<file path="src/rtl/gf2_pkg.sv">
// Shared definitions for the GF(2)[x] divider and the carry-less multiplier benches.
package gf2_pkg;

    localparam int DW_DEFAULT = 8;

    typedef enum logic [1:0] {
        IDLE,
        BUSY,
        DONE
    } state_t;

    // Carry-less product of two polynomials of up to 16 coefficients each.
    function automatic logic [31:0] clmul(input logic [15:0] a, input logic [15:0] b);
        logic [31:0] acc;
        acc = '0;
        for (int i = 0; i < 16; i++) begin
            if (b[i]) acc = acc ^ ({16'd0, a} << i);
        end
        return acc;
    endfunction

endpackage

</file>
<file path="src/rtl/gf2_div_step.sv">
// One long-division step: the coefficient of x^(NW-1-k) in the working
// dividend becomes quotient bit k, and the aligned divisor is cancelled out.
module gf2_div_step
    import gf2_pkg::*;
#(
    parameter  int DW = DW_DEFAULT,
    localparam int NW = 2 * DW - 1,
    localparam int CW = $clog2(DW + 1)
) (
    input  logic [NW-1:0] w,
    input  logic [DW-1:0] d,
    input  logic [CW-1:0] k,
    output logic [NW-1:0] w_next,
    output logic          qbit
);

    logic [NW-1:0] d_ext;

    assign d_ext = {{(DW - 1){1'b0}}, d};

    // Select the leading coefficient for step k and subtract (XOR) the shifted divisor.
    always_comb begin
        qbit   = 1'b0;
        w_next = w;
        for (int i = 0; i < DW; i++) begin
            if (k == CW'(i)) begin
                qbit = w[NW-1-i];
                if (w[NW-1-i]) w_next = w ^ (d_ext << (DW - 1 - i));
            end
        end
    end

endmodule

</file>
<file path="src/rtl/gf2_poly_div_seq.sv">
// Sequential carry-less polynomial divider: one quotient bit per clock,
// MSB first, with a valid/ready request side and a valid/ready result side.
module gf2_poly_div_seq
    import gf2_pkg::*;
#(
    parameter  int DW = DW_DEFAULT,
    localparam int NW = 2 * DW - 1,
    localparam int CW = $clog2(DW + 1)
) (
    input  logic          clk,
    input  logic          rst_n,
    input  logic          in_valid,
    output logic          in_ready,
    input  logic [NW-1:0] dividend,
    input  logic [DW-1:0] divisor,
    output logic          out_valid,
    input  logic          out_ready,
    output logic [DW-1:0] quotient,
    output logic [DW-2:0] remainder,
    output logic          err
);

    state_t        state;
    state_t        state_nxt;
    logic [CW-1:0] cnt;
    logic [NW-1:0] w;
    logic [NW-1:0] w_step;
    logic [DW-1:0] d;
    logic [DW-1:0] q;
    logic          qbit;
    logic          accept;
    logic          last_step;

    assign in_ready  = (state == IDLE);
    assign out_valid = (state == DONE);
    assign accept    = in_valid & in_ready;
    assign last_step = (state == BUSY) && (cnt == CW'(DW - 1));

    gf2_div_step #(.DW(DW)) u_step (
        .w      (w),
        .d      (d),
        .k      (cnt),
        .w_next (w_step),
        .qbit   (qbit)
    );

    // State register.
    always_ff @(posedge clk or negedge rst_n) begin
        if (!rst_n) state <= IDLE;
        else        state <= state_nxt;
    end

    // Next-state logic: non-monic divisors skip straight to DONE with err set.
    always_comb begin
        state_nxt = state;
        case (state)
            IDLE: if (in_valid) state_nxt = divisor[DW-1] ? BUSY : DONE;
            BUSY: if (cnt == CW'(DW - 1)) state_nxt = DONE;
            DONE: if (out_ready) state_nxt = IDLE;
            default: state_nxt = IDLE;
        endcase
    end

    // Step counter: cleared on accept, counts BUSY edges up to DW and stops there.
    always_ff @(posedge clk or negedge rst_n) begin
        if (!rst_n)               cnt <= '0;
        else if (accept)          cnt <= '0;
        else if (state == BUSY)   cnt <= cnt + CW'(1);
    end

    // Working dividend, divisor and partial quotient; only meaningful in BUSY.
    always_ff @(posedge clk) begin
        if (accept) begin
            w <= dividend;
            d <= divisor;
            q <= '0;
        end else if (state == BUSY) begin
            w <= w_step;
            q <= {q[DW-2:0], qbit};
        end
    end

    // Result registers: written on a rejected divisor or on the final step, held otherwise.
    always_ff @(posedge clk or negedge rst_n) begin
        if (!rst_n) begin
            quotient  <= '0;
            remainder <= '0;
            err       <= 1'b0;
        end else if (accept && !divisor[DW-1]) begin
            quotient  <= '0;
            remainder <= '0;
            err       <= 1'b1;
        end else if (last_step) begin
            quotient  <= {q[DW-2:0], qbit};
            remainder <= w_step[DW-2:0];
            err       <= 1'b0;
        end
    end

    // After the last step every coefficient at or above x^(DW-1) must have been cancelled.
    always_ff @(posedge clk) begin
        if (rst_n && last_step) assert (w_step[NW-1:DW-1] == '0);
    end

endmodule
</file>
<file path="config.mk">
export PLATFORM = sky130hd
export DESIGN_NAME = gf2_poly_div_seq
export DESIGN_NICKNAME = d
export VERILOG_FILES = /design/src/rtl/gf2_pkg.sv /design/src/rtl/gf2_div_step.sv /design/src/rtl/gf2_poly_div_seq.sv
export SDC_FILE = /design/constraint.sdc
export NUM_CORES = 1
export LEC_CHECK = 0
export ABC_AREA = 0
export CORE_UTILIZATION = 23
export CTS_BUF_LIST = sky130_fd_sc_hd__clkbuf_2 sky130_fd_sc_hd__clkbuf_4 sky130_fd_sc_hd__clkbuf_8
export DETAILED_ROUTE_END_ITERATION = 10
export SKIP_CTS_REPAIR_TIMING = 1
export SLEW_MARGIN = 20
export SYNTH_ARGS = -nofsm -noshare
export SYNTH_HDL_FRONTEND = slang
export SYNTH_HIERARCHICAL = 1
export SYNTH_SLANG_ARGS = --single-unit
export TNS_END_PERCENT = 1
</file>
<file path="constraint.sdc">
create_clock -name clk -period 3.5 [get_ports clk]
set_input_delay 0.7 -clock clk [delete_from_list [all_inputs] [get_ports clk]]
set_output_delay 0.7 -clock clk [all_outputs]
set_load 0.02 [all_outputs]
</file>
==> metrics.txt <==
first-pass GRT wire length 13200 microns; CTS buffer count 5; max frequency 389 MHz; routability cong. 0.878; Cell Count Post-Placement 505; site row count 42; antenna viol nets, final 0; Final Critical Period 2570 ps; vias after detailed routing 2515; setup violators final 0; most common cell after layout, fill and taps aside clkdlybuf4s50_1; largest net degree at the start of global routing 24; Worst EP required 3580 ps; clock share of power 13.6%; Yosys reg bits 52; period utilization 73.5%; FF-to-FF path depth 6; GRT met3 Usage 2.47%; biggest area consumer among synthesized cells edfxtp_1; Arr. time, crit path 2650 ps; die height 120 microns; Leakage 1.41 nW; final hold violation count 0; Core Region 13500 sq um; Synth Flop Type edfxtp_1; drt initial violations 146; Filler Cells Inserted 1455; reg2reg end w[8]; final instance area 3790 sq um; Comb power frac 44.1%; slew margin rel. 59.4%; asr flop ratio synth 42.3%; Worst Setup End Kind flip-flop; maxcap violations 0; Post-synth EDFFs 23; global-route usage over all layers 11.7%; Sw Share 40.0%; Reg2Reg Launch Point cnt[0]; post-route setup TNS 0 ps; # diodes 0; busiest grt layer met2; Layout Cells excl Fill 513; mean area per synthesized cell 10.4 sq um; Worst-Skew Late Latency 320 ps; internal power 0.00163 W; outcome finished, final reports clean; Setup WS pre-CTS 957 ps; critical path type reg -> reg; clk_skew 6.97 ps; nets 364; met1 track demand over resource 16.2%; post-synth top area share 21.5%; Die Wd 120 microns; PortBufs 44; io pins 45; most frequent cells in the layout clkdlybuf4s50_1 (43), nand2_1 (33), edfxtp_1 (23); clock root buffer master clkbuf_8; Final Max Slew Viols 0; post-synthesis sequential area ratio 43.0%; Area growth syn-to-layout 18.1%; FF-to-FF setup slack 930 ps; Post-Syn Area 3210 sq um; Psw 0.00108 W; dpl cell area 3710 sq um; wire length per cell 16.0 microns; Hold WC Path Type in -> async; Post-Route WL 8200 microns; RSZ-0062 raised after global routing no; Ys Warns 6; worst-path cell chain and3b_1, nor4b_2, a221o_1, and3_1, a211o_1, mux2_2; top cells by area, synth edfxtp_1 (22%), dfrtp_1 (17%), mux2i_1 (5.9%); post-synth net total 338; slowest stage delay, CP 730 ps; CTS Buffer Depth 2; Worst-Margin Slew 607 ps; DIE AREA 14400 sq um; H-tree Lvls 2; number of global-route vias before repair 2404; Detailed Place HPWL 5820 microns; distinct cell type count of the synthesized netlist 65; final setup margin 929 ps; CTS clock-pin slew for the worst setup and hold paths 110 ps; Crit Path Max Fanout 17; M2 GR Usage 17.9%; share of layout cells above drive strength 1 11.9%; DRC 0; CTS sink cnt 52; crit path max-delay cell type dfrtp_1; Post-Synthesis Cells 310; Critical Path Start Type flip-flop; First-pass DRT Iterations 4; Pwr Density 714 nW/um^2; worst vdd ir 0.000462 V; initial core utilization 23.9%; CTS tree yes; vias per inst 4.90; global route overflow 0; Seq pwr share 42.3%; initial antenna violation count 0
## cell usage after synthesis (3+ instances only)
library cell	instances
nand2_1	33
nand3_1	8
buf_6	9
and2_1	3
nor3_1	4
nor2_1	9
o21ai_0	4
nand3b_1	4
nor2b_1	5
o22ai_1	11
edfxtp_1	23
and3_1	11
a22oi_1	6
a21oi_1	6
a31oi_1	6
dfrtp_1	22
xnor2_1	7
buf_2	6
clkbuf_1	10
nand2b_1	4
mux2_2	16
mux2i_1	19
dfxtp_1	7
xor2_1	7
inv_1	18
a221oi_1	5
## worst max path at each step
stage               startpoint   end  slack [ps]  cells after the start
floorplan               cnt[1]  w[8]        1290                      8
global placement        cnt[0]  w[8]        1010                      6
detailed placement    in_valid  w[1]         960                      4
CTS                     cnt[0]  w[8]         960                      6
global route            cnt[0]  w[7]         790                      6
finish                  cnt[0]  w[8]         930                      6
## area by class of cell
cell class                      count  area, sq um  share of cell area [%]
Multi-Input combinational cell    212         1580                    41.6
Inverter                           19         71.3                    1.88
Timing Repair Buffer               46          450                    11.9
Tap cell                          176          220                    5.81
Clock buffer                        5         68.8                    1.81
Sequential cell                    52         1380                    36.4
Clock inverter                      3         22.5                   0.594
## sequential cells by signal, summed over array words and instances, names as in the netlist
| register | flops |
|---|---|
| cnt | 4 |
| w | 15 |
| quotient | 8 |
| q | 7 |
| d | 8 |
| state | 2 |
| remainder | 7 |
| err | 1 |
## metrics by stage
step	util (%)	total power, W	hold WS (ps)
floorplan	-	0.00208	404
global placement	27.5	0.00231	453
detailed placement	27.5	0.00234	454
CTS	28.2	0.00272	477
global route	28.2	0.00290	372
finish	28.2	0.00271	341
## worst max-delay path: cells and delay by family, from the launching register on
kind | cells | cell delay, ps
flops | 1 | 730
simple gates | 3 | 720
compound gates | 2 | 640
mux | 1 | 250
## layer usage
| metal | routed length (microns) | share of wire, % | up-vias |
|---|---|---|---|
| met3 | 440 | 5.4 | 12 |
| met4 | 116 | 1.4 | 0 |
| met1 | 3930 | 48 | 1214 |
| li1 | - | - | 1191 |
| met2 | 3710 | 45 | 98 |
| met5 | 0 | 0 | - |
## cell families (layout without fill, tap and decap cells)
logic type | after synthesis | in the layout | share of synthesized area (%)
multiplexers | 38 | 38 | 12.7
XOR/XNOR | 14 | 14 | 3.82
flip-flops | 52 | 52 | 43.0
AO/OA/AOI/OAI | 64 | 64 | 15.3
buffers and inverters | 46 | 73 | 7.83
adder cells (fa/ha/maj) | 1 | 1 | 0.390
AND/OR/NAND/NOR | 95 | 95 | 16.9
## power by group through the flow
stage / registers, W / clock network (W) / logic (W)
final: 0.00115 / 0.000369 / 0.00119
after global routing: 0.00118 / 0.000398 / 0.00132
after CTS: 0.00114 / 0.000379 / 0.00120
after detailed placement: 0.00115 / 0 / 0.00119
after global placement: 0.00114 / 0 / 0.00117
after floorplan: 0.00101 / 0 / 0.00107
Power figures use the tool's default switching activity.
